## src/rtl/reg_write_arbiter_pkg.sv

```systemverilog
// Shared sizes, register index names and arbiter FSM encoding for the 16-bit pipeline.
package reg_write_arbiter_pkg;

  localparam int NREG     = 16;
  localparam int DATA_W   = 16;
  localparam int CNT_W    = 2;
  localparam int IDX_W    = 4;
  localparam int MAX_WAIT = 8;
  localparam int WAIT_W   = $clog2(MAX_WAIT);

  localparam logic [CNT_W-1:0] CNT_MAX = '1;

  localparam logic [IDX_W-1:0] SP = 4'd8;
  localparam logic [IDX_W-1:0] IH = 4'd9;
  localparam logic [IDX_W-1:0] T  = 4'd10;
  localparam logic [IDX_W-1:0] RA = 4'd11;

  typedef enum logic [1:0] {
    IDLE   = 2'd0,
    WAIT   = 2'd1,
    FREEZE = 2'd2,
    ACK    = 2'd3
  } arb_state_t;

endpackage

```

## src/rtl/reg_write_arbiter_pending_counter.sv

```systemverilog
// Saturating up/down pending counter for one register; o_err pulses when the netted update leaves range.
module reg_pending_counter
  import reg_write_arbiter_pkg::*;
(
  input  logic             clk,
  input  logic             rst_n,
  input  logic             i_inc,
  input  logic             i_dec1,
  input  logic             i_dec2,
  output logic [CNT_W-1:0] o_cnt,
  output logic             o_err
);

  localparam int SUM_W = CNT_W + 2;

  logic [CNT_W-1:0] r_cnt;
  logic [CNT_W-1:0] w_next;
  logic [SUM_W-1:0] w_up;
  logic [SUM_W-1:0] w_down;
  logic [SUM_W-1:0] w_net;
  logic             w_under;
  logic             w_over;

  // Increment and both decrements are netted before the range check.
  always_comb begin
    w_up    = SUM_W'(r_cnt) + SUM_W'(i_inc);
    w_down  = SUM_W'(i_dec1) + SUM_W'(i_dec2);
    w_under = (w_up < w_down);
    w_net   = w_up - w_down;
    w_over  = !w_under && (w_net > SUM_W'(CNT_MAX));
    if (w_under) begin
      w_next = '0;
    end else if (w_over) begin
      w_next = CNT_MAX;
    end else begin
      w_next = w_net[CNT_W-1:0];
    end
  end

  always_ff @(posedge clk or negedge rst_n) begin
    if (!rst_n) begin
      r_cnt <= '0;
    end else begin
      r_cnt <= w_next;
    end
  end

  assign o_cnt = r_cnt;
  assign o_err = w_under | w_over;

endmodule

```

## src/rtl/reg_write_arbiter.sv

```systemverilog
// Register-file write-port arbiter (WB over debug) plus pending-write scoreboard and hazard stall.
// Write port and id_stall are same-cycle; dbg_ack follows the grant by one cycle; stats via REG_WRITE_ARB_STATS_EN.
module reg_write_arbiter
  import reg_write_arbiter_pkg::*;
(
  input  logic              clk,
  input  logic              rst,
  input  logic              issue_valid,
  input  logic              issue_we,
  input  logic [IDX_W-1:0]  issue_dst,
  input  logic [IDX_W-1:0]  issue_src1,
  input  logic [IDX_W-1:0]  issue_src2,
  input  logic              issue_src1_used,
  input  logic              issue_src2_used,
  output logic              id_stall,
  input  logic              wb_valid,
  input  logic              wb_we,
  input  logic [IDX_W-1:0]  wb_dst,
  input  logic [DATA_W-1:0] wb_data,
  input  logic              kill_valid,
  input  logic [IDX_W-1:0]  kill_dst,
  input  logic              dbg_req,
  input  logic [IDX_W-1:0]  dbg_dst,
  input  logic [DATA_W-1:0] dbg_data,
  output logic              dbg_ack,
  output logic              rf_we,
  output logic [IDX_W-1:0]  rf_waddr,
  output logic [DATA_W-1:0] rf_wdata,
  output logic [NREG-1:0]   pending_vec,
  output logic              sb_err,
  output logic [15:0]       stall_cycles,
  output logic [7:0]        dbg_writes
);

  arb_state_t        r_state;
  logic [WAIT_W-1:0] r_wait_cnt;
  logic              r_dbg_ack;
  logic              r_sb_err;

  logic [CNT_W-1:0]  w_cnt [NREG];
  logic [NREG-1:0]   w_inc;
  logic [NREG-1:0]   w_dec_wb;
  logic [NREG-1:0]   w_dec_kill;
  logic [NREG-1:0]   w_err;
  logic              w_wb_write;
  logic              w_accept;
  logic              w_freeze;
  logic              w_grant;

  assign w_wb_write = wb_valid & wb_we;
  assign w_freeze   = (r_state == FREEZE);
  assign w_accept   = issue_valid & ~id_stall;

  // No bypass: a register retiring this cycle still reads as pending.
  assign id_stall = issue_valid &
                    ((issue_src1_used & (w_cnt[issue_src1] != '0)) |
                     (issue_src2_used & (w_cnt[issue_src2] != '0)) |
                     (issue_we & (w_cnt[issue_dst] == CNT_MAX)) |
                     w_freeze);

  assign w_grant = ((r_state == WAIT) | w_freeze) & dbg_req & ~w_wb_write &
                   (w_cnt[dbg_dst] == '0);

  for (genvar gi = 0; gi < NREG; gi++) begin : g_cnt
    assign w_inc[gi]      = w_accept & issue_we & (issue_dst == IDX_W'(gi));
    assign w_dec_wb[gi]   = w_wb_write & (wb_dst == IDX_W'(gi));
    assign w_dec_kill[gi] = kill_valid & (kill_dst == IDX_W'(gi));

    reg_pending_counter u_cnt (
      .clk    (clk),
      .rst_n  (rst),
      .i_inc  (w_inc[gi]),
      .i_dec1 (w_dec_wb[gi]),
      .i_dec2 (w_dec_kill[gi]),
      .o_cnt  (w_cnt[gi]),
      .o_err  (w_err[gi])
    );

    assign pending_vec[gi] = (w_cnt[gi] != '0);
  end

  always_comb begin
    rf_we    = 1'b0;
    rf_waddr = '0;
    rf_wdata = '0;
    if (w_wb_write) begin
      rf_we    = 1'b1;
      rf_waddr = wb_dst;
      rf_wdata = wb_data;
    end else if (w_grant) begin
      rf_we    = 1'b1;
      rf_waddr = dbg_dst;
      rf_wdata = dbg_data;
    end
  end

  always_ff @(posedge clk or negedge rst) begin
    if (!rst) begin
      r_state    <= IDLE;
      r_wait_cnt <= '0;
      r_dbg_ack  <= 1'b0;
    end else begin
      r_dbg_ack <= 1'b0;
      case (r_state)
        IDLE: begin
          r_wait_cnt <= '0;
          if (dbg_req) r_state <= WAIT;
        end
        WAIT: begin
          if (!dbg_req) begin
            r_state <= IDLE;
          end else if (w_grant) begin
            r_state   <= ACK;
            r_dbg_ack <= 1'b1;
          end else if (r_wait_cnt == WAIT_W'(MAX_WAIT - 1)) begin
            r_state <= FREEZE;
          end else begin
            r_wait_cnt <= r_wait_cnt + 1'b1;
          end
        end
        FREEZE: begin
          if (!dbg_req) begin
            r_state <= IDLE;
          end else if (w_grant) begin
            r_state   <= ACK;
            r_dbg_ack <= 1'b1;
          end
        end
        default: r_state <= IDLE;
      endcase
    end
  end

  always_ff @(posedge clk or negedge rst) begin
    if (!rst) begin
      r_sb_err <= 1'b0;
    end else if (|w_err) begin
      r_sb_err <= 1'b1;
    end
  end

  assign dbg_ack = r_dbg_ack;
  assign sb_err  = r_sb_err;

`ifdef REG_WRITE_ARB_STATS_EN
  logic [15:0] r_stall_cycles;
  logic [7:0]  r_dbg_writes;

  always_ff @(posedge clk or negedge rst) begin
    if (!rst) begin
      r_stall_cycles <= '0;
      r_dbg_writes   <= '0;
    end else begin
      if (id_stall) r_stall_cycles <= r_stall_cycles + 16'd1;
      if (w_grant)  r_dbg_writes   <= r_dbg_writes + 8'd1;
    end
  end

  assign stall_cycles = r_stall_cycles;
  assign dbg_writes   = r_dbg_writes;
`else
  assign stall_cycles = '0;
  assign dbg_writes   = '0;
`endif

endmodule
```

## config.mk

```make
export PLATFORM = sky130hd
export DESIGN_NAME = reg_write_arbiter
export DESIGN_NICKNAME = d
export VERILOG_FILES = /design/src/rtl/reg_write_arbiter_pkg.sv /design/src/rtl/reg_write_arbiter_pending_counter.sv /design/src/rtl/reg_write_arbiter.sv
export SDC_FILE = /design/constraint.sdc
export NUM_CORES = 1
export LEC_CHECK = 0
export CAP_MARGIN = 25
export CORE_ASPECT_RATIO = 1.25
export CORE_MARGIN = 1.5
export CORE_UTILIZATION = 45
export DETAILED_ROUTE_END_ITERATION = 7
export GPL_ROUTABILITY_DRIVEN = 0
export GPL_TIMING_DRIVEN = 1
export PLACE_DENSITY = 0.76
export SLEW_MARGIN = 20
export SYNTH_ARGS = -nofsm -noshare
export SYNTH_HDL_FRONTEND = slang
export SYNTH_HIERARCHICAL = 1
export SYNTH_SLANG_ARGS = --single-unit
```

## constraint.sdc

```tcl
create_clock -name clk -period 4.15 [get_ports clk]
set_input_delay 0.83 -clock clk [delete_from_list [all_inputs] [get_ports clk]]
set_output_delay 0.83 -clock clk [all_outputs]
set_load 0.05 [all_outputs]
```

# --- After elaboration in Yosys (flattened, before gate mapping) ---
# Cells that the tools add are included.
op_classes:
  n_addsub: 49
  order_cmp: 36
  eq_ne: 55
  mux: 63
  bitwise: 84
  reduce_logical: 60
ops:
  columns: ["operator", "n"]
  rows:
  - ["$eq 4x4->1 const B", 24]
  - ["$mux 2", 46]
  - ["$gt 4x2->1 const B", 16]
  - ["$lt 4x4->1", 16]
  - ["$sub 4x4->4", 16]
  - ["$and 1x1->1", 58]
  - ["$add 2x1->3", 16]
  - ["$eq 4x3->1 const B", 12]
  - ["$reduce_bool 2->1", 19]
  - ["$add 1x1->2", 16]
  - ["$bmux 2 s4", 4]
  - ["$mux 16", 2]
  - ["$eq 4x2->1 const B", 6]
  - ["$ge 5x5->1 const B", 4]
  - ["$not 4->5", 4]
  - ["$or 1x1->1", 20]
  - ["$logic_and 1x1->1", 16]
  - ["$logic_not 1->1", 16]
  - ["$reduce_or 16->1", 1]
  - ["$eq 4x1->1 const B", 3]
  - ["$logic_not 4->1", 3]
  - ["$mux 3", 3]
  - ["$mux 4", 2]
  - ["$ne 2x2->1 const B", 4]
  - ["14 further kinds", 20]
totals:
  reg_bits: 39
  inputBits: 66
  output_inout_bits: 64
  wordCells: 367

# --- Depth between registers and ports, before layout ---
# Gate-level depths: netlist (run 1).
logic_depth:
  ltp_word: 20
  mapped_depth: 19
  depth_no_buf: 16

# --- By module ---
# Netlist (run 1), hierarchy kept.
by_module_without_submodules:
  columns: ["module", "instances", "cells_per_inst", "area_each_um2", "seq_area_each_um2"]
  rows:
  - ["reg_pending_counter at g_cnt[0].u_cnt ...", 15, 18, 203.9, 50.0]
  - ["reg_write_arbiter", 1, 261, 2083.2, 175.2]
  - ["reg_pending_counter at g_cnt[7].u_cnt", 1, 22, 260.2, 50.0]

# --- Worst setup path before layout (run 1) ---
# Ideal clock, no wire load.
synth_path:
  path_type: "in2reg"
  from: "in issue_dst[0]"
  to: "reg r_sb_err, in the netlist sb_err"
  setup_time_ns: 0.138
  t_arrival_ns: 4.434
  required_ns: 4.012
  slack_ns: -0.422
  cell_stages: 19
  n_path_buf: 3
  cell_sequence: "buf_6 > buf_8 > mux4_2 > mux2i_1 > o22ai_1 > a21oi_2 > o211ai_4 > buf_6 > nor3_1 > ha_1 > inv_1 > ha_1 > fa_1 > ha_1 > nor4b_2 > o21bai_1 > nor4_1 > nand4_1 > or4_1"
synth_between:
  elab_chain_cells: 19
  word_cells_on_any_way: 157
  classes_between: "32 x add/sub; 32 x order compare; 16 x eq/ne; 3 x mux; 40 x bitwise; 34 x reduce/logical"
synth_rtl:
  columns: ["item", "line", "rtl"]
  rows:
  - ["start, declared", "reg_write_arbiter.sv:10", "input logic [IDX_W-1:0] issue_dst,"]
  - ["$not 4->5 (not written as such)", "reg_write_arbiter.sv:58", "(issue_we & (w_cnt[issue_dst] == CNT_MAX)) |"]
  - ["$bmux 2 s4", "reg_write_arbiter.sv:58", null]
  - ["$mux 2 (not written as such) (2 in a row)", "reg_write_arbiter.sv:58", null]
  - ["$eq 2x2->1", "reg_write_arbiter.sv:58", null]
  - ["$and 1x1->1", "reg_write_arbiter.sv:58", null]
  - ["$or 1x1->1", "reg_write_arbiter.sv:57", "(issue_src2_used & (w_cnt[issue_src2] != '0)) |"]
  - ["$or 1x1->1", "reg_write_arbiter.sv:58", null]
  - ["$and 1x1->1", "reg_write_arbiter.sv:55", "assign id_stall = issue_valid &"]
  - ["[... 4 more ...]", null, null]
  - ["net w_inc[7]", "reg_write_arbiter.sv:41", "logic [NREG-1:0] w_inc;"]
  - ["$add 2x1->3 (*)", "reg_write_arbiter_pending_counter.sv:26", "w_up = SUM_W'(r_cnt) + SUM_W'(i_inc);"]
  - ["$sub 4x4->4 / $lt 4x4->1 (equally long branches)", "reg_write_arbiter_pending_counter.sv:29, reg_write_arbiter_pending_counter.sv:28", null]
  - ["$gt 4x2->1 / $logic_not 1->1 (equally long branches)", "reg_write_arbiter_pending_counter.sv:30", "w_over = !w_under && (w_net > SUM_W'(CNT_MAX));"]
  - ["$logic_and 1x1->1", "reg_write_arbiter_pending_counter.sv:30", null]
  - ["$or 1x1->1 (*)", "reg_write_arbiter_pending_counter.sv:49", "assign o_err = w_under | w_over;"]
  - ["net w_err[7]", "reg_write_arbiter.sv:44", "logic [NREG-1:0] w_err;"]
  - ["$reduce_or 16->1 (*)", "reg_write_arbiter.sv:137", "end else if (|w_err) begin"]
  - ["end signal, assigned", "reg_write_arbiter.sv:136", "r_sb_err <= 1'b0;"]
  - ["end signal, assigned", "reg_write_arbiter.sv:138", "r_sb_err <= 1'b1;"]
  - ["end, declared", "reg_write_arbiter.sv:38", "logic r_sb_err;"]
# Mark *: on every way through the listed nets, which the timed path passes. The rest lies on a longest branch. The select of a mux whose other input is x is not followed.
# A chain may end at the register's enable or synchronous reset.

# --- Worst setup path after layout (run 1) ---
# Ends and elaborated chain as after synthesis.

==> results of run 1 <==
## power by group through the flow
stage	clock (uW)	combinational [uW]	sequential [uW]
3_5_place_dp	0	1790	724
4_1_cts	410	1880	722
2_1_floorplan	0	1140	653
6_report	416	1930	746
3_3_place_gp	0	1680	710
5_1_grt	432	2090	753
## critical path: cells and delay by family
| family | cells | cell delay [ns] |
|---|---|---|
| AO/OA/AOI/OAI | 3 | 0.47 |
| adder cells (fa/ha/maj) | 4 | 1.10 |
| buffers and inverters | 5 | 0.58 |
| multiplexers | 2 | 0.71 |
| AND/OR/NAND/NOR | 5 | 1.20 |
## what timing repair did
item	in CTS	in global routing
hold buffers	0	0
setup endpoints to repair	33	22
buffers inserted	10	2
cloned	1	0
pin swaps	24	17
resized for setup	56	20
## cells by family after synthesis
group           after synthesis
other cells                   1
compound gates               81
simple gates                145
buf+inv                     140
mux                          29
flops                        39
fa+ha+maj                   118
## registers in the layout (all words and copies together) (netlist names)
register / cells
r_wait_cnt: 3
g_cnt.u_cnt/o_cnt: 32
r_state: 2
sb_err: 1
dbg_ack: 1
## final timing paths
kind / to / slack (ns) / depth (start not counted)
worst max-delay path: sb_err / -0.58 / 19
worst min-delay path: r_wait_cnt[0] / 0.49 / 1
worst max register to register: sb_err / -0.36 / 17
worst min register to register: r_wait_cnt[0] / 0.49 / 1
max in group asynchronous: r_wait_cnt[0] / 3.15 / 2
min in group asynchronous: g_cnt[8].u_cnt/o_cnt[1] / 0.50 / 1
## metrics by stage
| step | power (uW) | setup WS (ns) | area [um2] | hold WS, ns |
|---|---|---|---|---|
| final | 3096 | -0.5803 | 8080 | 0.4898 |
| after detailed placement | 2511 | -1.325 | 7620 | 0.4873 |
| after global routing | 3270 | -0.6794 | 8080 | 0.5264 |
| after floorplan | 1791 | -0.2309 | 5518 | 0.4550 |
| after global placement | 2389 | -1.129 | 7620 | 0.4729 |
| after CTS | 3010 | -0.5410 | 8048 | 0.4966 |
## area by class of cell
type                            count  area [um2]
Multi-Input combinational cell    397        4090
Clock buffer                        5       125.1
Sequential cell                    39       975.9
Timing Repair Buffer              235        2277
Tap cell                          161       201.4
Inverter                          103       386.6
Fill cell                         834        3591
Clock inverter                      3       23.77
## layer usage
metal / routed length, um / share of wire (%) / track usage (%)
met1: 6705 / 35 / 34.21
met2: 9786 / 51 / 53.78
met3: 1327 / 6.9 / 5.646
met4: 1513 / 7.8 / 20.34
met5: 0 / 0 / 0
## synth_stat cells, drive strengths merged, types with 15 or more instances
cell / n / share of area (%)
a31oi: 31 / 3.6
ha: 86 / 20
nor2: 47 / 3.3
mux4: 19 / 8.3
a22o: 20 / 3.2
fa: 32 / 12
o31ai: 15 / 3.5
nand3b: 22 / 3.1
inv: 103 / 7.2
nor3: 20 / 1.9
dfrtp: 39 / 18
buf: 32 / 4.5
==> metrics, run 1 <==
outcome=finished, violations left; failing checks=setup timing; I/O pin cnt=between 100 and 150; sw power=about 1400 uW; Rel. slew slack=65.23%; Synth Register Bits=39; H-tree depth=2; Gate power share=between 60% and 70%; CP Class=in2reg; fmax=211.4 MHz; input/output buffers=105; P_int=roughly 1700 uW; global route overflow=0; Slew @ Worst Pin=slightly above 0.5 ns; antenna diode count=0; final hold vios=0; count of pins over their slew limit=0; Clock Skews=between 0.004 and 0.005 ns; critical path's slowest cell=mux4_2; First DRT Iteration DRCs=341; # clock sinks=39; synthesized-area fraction occupied by adder cells=between 30% and 40%; Clock transition at path regs=around 0.070 ns; CTS tree=yes; Worst setup startpoint=issue_dst[0]; path type of the worst min-delay path=reg2reg; synthesized area per cell=slightly below 10 um2; IR Drop Worst-Case VDD=roughly 0.00019 V; mux cell area share after synthesis=10.19%; Flop pwr share=about 24%; layout cells sized above 1=between 30% and 40%; post-synthesis sequential area ratio=between 10% and 20%; synthesis-to-finish area growth=49.56%; CP Launch Type=primary input; FP Rows=44; initial antenna violation count=0; nets@finish=between 900 and 1000; post-route ant nets=0; Setup TNS=-0.5803 ns; Pleak=between 0.003 and 0.004 uW; Starting Density=46.29%; Synth Area in Compound Gates=roughly 13%; Synth Area in XOR/XNOR=0%; CP Capture Type=flip-flop; Crit Path Max Fanout=7; CP Data Required Time=4.32 ns; DR vias/cell=slightly below 6; Synth Cell Area=~5400 um2; Die Width=roughly 100 um; max incr delay on CP=around 0.50 ns; setup violators final=1; final cell count without fillers=approximately 940; CP most frequent cell=ha_1; top_reg_cell synth=dfrtp_1; Synth Area in Simple Gates=between 15 and 20%; minimum clock period=4.730 ns; DRC errors left=0; drt total wl=between 15000 and 20000 um; RSZ-0062 raised after global routing=yes; final core utilization=around 69%; final worst path period share=114.0%; number of global-route vias before repair=approximately 6000; CTS buffer count=5; Cells after Synth=around 550; most frequent cells in the layout=buf_4, inv_1, clkdlybuf4s50_1; CP arrival=a little under 5 ns; Clock power frac=a little over an eighth; Skew-Pair Late Insertion Delay=a little under 0.3 ns; Tot GR Track Use=a little under a third; HP Start=r_wait_cnt[0]; drt first pass iters=5; pin count of the biggest net entering global routing=40; Post-Place Cells=a little over 900; total die area=12680 um2; Root Buffer=clkbuf_16; Power Dens Cells=~380 nW/um2; routed vias=~5400; Distinct cells, synth=50; clock tree buffer depth=2; crit-path cells=buf_12 -> buf_8 -> mux4_2 -> mux2i_2 -> o22ai_2 -> a21oi_2 -> o211ai_4 -> buf_4 -> buf_6 -> nor3_2 -> ha_2 -> ha_1 -> inv_1 -> fa_1 -> ha_1 -> nand3b_1 -> nor4_1 -> nand4_1 -> or4_1; setup ws final=-0.5803 ns; main combinational cell family by area after synthesis=adder cells; RR Startpoint=g_cnt[5].u_cnt/o_cnt[0]; sw frac=a little under half; DR WL/cell=a little over 20 um; hpwl dp=roughly 15000 um; Synth warnings=6; max-cap viol count=0; first-pass GRT wire length=between 30000 and 40000 um; commonest non-fill, non-tap cell in the layout=buf_4; chip height=roughly 130 um; asr flop ratio synth=between 90% and 100%; EDFF count, synth=0; core area=11670 um2
No activity file was read; power rests on OpenSTA's default activity.
==> run 2: changes to the inputs <==
--- a/config.mk
+++ b/config.mk
@@ -9,6 +9,7 @@
 export CORE_ASPECT_RATIO = 1.25
 export CORE_MARGIN = 1.5
 export CORE_UTILIZATION = 45
+export CTS_CLUSTER_SIZE = 20
 export DETAILED_ROUTE_END_ITERATION = 7
 export GPL_ROUTABILITY_DRIVEN = 0
 export GPL_TIMING_DRIVEN = 1
==> constraint.sdc (replaced) <==
create_clock -name clk -period 4.15 [get_ports clk]
set_input_delay 0.415 -clock clk [delete_from_list [all_inputs] [get_ports clk]]
set_output_delay 0.415 -clock clk [all_outputs]
set_load 0.05 [all_outputs]
==> run 2 against run 1 <==
Against the previous run: the flow finishes with violations (hold timing, setup timing); routed wire length rose by 5.0%; clock skew up 0.0024 ns; cell count up 0.53%; clock power is 26% higher; hold slack got worse by 0.50 ns; critical path depth is the same; critical path type is now reg2reg; largest cell class unchanged; highest routed layer unchanged.
==> metrics, run 2 (same netlist as run 1, synthesis figures left out) <==
Post-Place Cells=936 (was 923); Worst Setup EP=sb_err (unchanged); Pleak=0.003902 uW (was 0.003846 uW); fillers=827 (was 834); R2R cell count=19 (was 17); final cell count without fillers=948 (was 943); Worst setup startpoint=g_cnt[1].u_cnt/o_cnt[1] (was issue_dst[0]); global route overflow=0 (unchanged); GR peak layer=met2 (unchanged); CTS tree=yes (unchanged); DR WL/cell=21.42 um (was 20.50 um); outcome=finished, violations left (unchanged); met2 GRT Util=53.58% (was 53.78%); RR Endpoint=sb_err (unchanged); area of the multi-input gates=4059 um2 (was 4090 um2); chip height=125.5 um (unchanged); most frequent cells in the layout=buf_4, inv_1, clkdlybuf4s50_1 (unchanged); CP Class=reg2reg (was in2reg); nets@finish=970 (was 965); pin count of the biggest net entering global routing=40 (unchanged); I/O pin cnt=130 (unchanged); synthesis-to-finish area growth=50.44% (was 49.56%); input/output buffers=105 (unchanged); met3 Usage GRT=5.254% (was 5.646%); drt total wl=20310 um (was 19330 um); CP Capture Type=flip-flop (unchanged); IR Drop Worst-Case VDD=0.0001954 V (was 0.0001897 V); max reg flops=32 (unchanged); failing checks=hold timing, setup timing (was setup timing); final worst path period share=115.1% (was 114.0%); CP Launch Type=flip-flop (was primary input); register area=975.9 um2 (unchanged); H-tree depth=2 (unchanged); routed vias=5646 (was 5433); Slew @ Worst Pin=0.7729 ns (was 0.5199 ns); count of pins over their slew limit=0 (unchanged); dpl cell area=7686 um2 (was 7620 um2); core area=11670 um2 (unchanged); Crit Path Max Fanout=8 (was 7); Clock transition at path regs=0.07 ns (about the same); DR vias/cell=5.956 (was 5.761); CTS buffer count=5 (unchanged); Power Dens Cells=415.4 nW/um2 (was 383.1 nW/um2); initial antenna violation count=0 (unchanged); M1 GR Usage=33.85% (was 34.21%); CP arrival=4.93 ns (was 4.90 ns); flop-to-flop setup slack=-0.63 ns (was -0.36 ns); DRC errors left=0 (unchanged); FP Rows=44 (unchanged); RSZ-0062 raised after global routing=yes (unchanged); Rel. slew slack=48.09% (was 65.23%); Die Width=101.0 um (unchanged); # clock sinks=39 (unchanged); Root Buffer=clkbuf_16 (unchanged); First DRT Iteration DRCs=570 (was 341); post-route cell area=8128 um2 (was 8080 um2); post-route ant nets=0 (unchanged); first-pass GRT wire length=30370 um (was 30280 um); Clock Skews=0.006691 ns (was 0.004279 ns); setup ws final=-0.6270 ns (was -0.5803 ns); Skew-Pair Late Insertion Delay=0.29 ns (about the same); Starting Density=46.29% (unchanged); minimum clock period=4.777 ns (was 4.730 ns); Setup TNS=-0.7701 ns (was -0.5803 ns); clock tree buffer depth=2 (unchanged); layout cells sized above 1=29.35% (was 31.07%); setup violators final=3 (was 1); path type of the worst min-delay path=in2async (was reg2reg); antenna diode count=0 (unchanged); hpwl dp=14530 um (was 14740 um); Tot GR Track Use=30.99% (was 31.02%); total die area=12680 um2 (unchanged); fmax=209.3 MHz (was 211.4 MHz); Hold Slack=-0.008377 ns (was 0.4898 ns); drt first pass iters=7 (was 5); CP Data Required Time=4.31 ns (was 4.32 ns); final hold vios=9 (was 0); max-cap viol count=0 (unchanged); RR Startpoint=g_cnt[1].u_cnt/o_cnt[1] (was g_cnt[5].u_cnt/o_cnt[0]); number of global-route vias before repair=5991 (was 5893); commonest non-fill, non-tap cell in the layout=buf_4 (unchanged)
## run 2: cell types whose count changed in the layout (fill, tap and decap cells not counted), moves of 3 or more
cell / before / now
buf_4: 124 / 129
clkbuf_2: 4 / 0
dlygate4sd2_1: 0 / 3
fa_1: 27 / 30
fa_2: 5 / 2
## run 2: area by class of cell
| type | instances | area share, % |
|---|---|---|
| Timing Repair Buffer | 240 | 28.49 |
| Clock inverter | 2 | 0.7389 |
| Multi-Input combinational cell | 397 | 49.94 |
| Clock buffer | 6 | 1.586 |
| Tap cell | 161 | 2.478 |
| Sequential cell | 39 | 12.01 |
| Inverter | 103 | 4.757 |
## run 2: through the flow
| stage | worst slack (ns) | util (%) | power [uW] |
|---|---|---|---|
| after floorplan | 0.02703 | - | 1789 |
| after global placement | -0.7904 | 65.76 | 2534 |
| final | -0.6270 | 69.64 | 3376 |
| after CTS | -0.2497 | 68.60 | 3244 |
| after global routing | -0.8069 | 69.64 | 3550 |
| after detailed placement | -0.9271 | 65.86 | 2656 |
## run 2: critical path: stages (launching register included)
cell      delay, ns
dfrtp_1        0.40
buf_4          0.15
mux4_2         0.49
mux2i_2        0.26
mux2i_1        0.14
a21oi_2        0.24
o211ai_4       0.12
buf_12         0.17
buf_4          0.16
nor4_4         0.29
ha_2           0.22
inv_1          0.04
ha_1           0.22
fa_2           0.38
ha_4           0.29
nand3b_1       0.09
nor4_2         0.27
buf_4          0.17
nand4_1        0.08
or4_1          0.43
## run 2: layer usage
layer / routed length [um] / vias to the layer above
met2: 10060 / 403
li1: - / 2386
met5: 0 / -
met3: 1818 / 161
met1: 6533 / 2696
met4: 1895 / 0
## run 2: power by group
| group | switching (uW) | internal [uW] | total, uW |
|---|---|---|---|
| logic | 1120 | 991 | 2110 |
| clock network | 178 | 346 | 523 |
| registers | 209 | 538 | 747 |
## run 2: worst min-delay path by stage
stage	startpoint	endpoint	slack, ns	depth (start not counted)
floorplan	rst	dbg_ack	0.12	0
global placement	r_wait_cnt[0]	r_wait_cnt[0]	0.47	1
detailed placement	r_wait_cnt[0]	r_wait_cnt[0]	0.49	1
CTS	rst	g_cnt[11].u_cnt/o_cnt[1]	0.33	1
global route	rst	g_cnt[11].u_cnt/o_cnt[1]	0.009	1
finish	rst	g_cnt[11].u_cnt/o_cnt[1]	-0.008	1
## run 2: timing repair
item | 4_1_cts | 5_1_grt
pin swaps | 6 | 6
hold buffers | 0 | 0
endpoints found under the hold margin | 0 | 0
buffers inserted | 2 | 0
gates resized for setup | 25 | 17
gates cloned | 0 | 1
setup endpoints to repair | 2 | 2
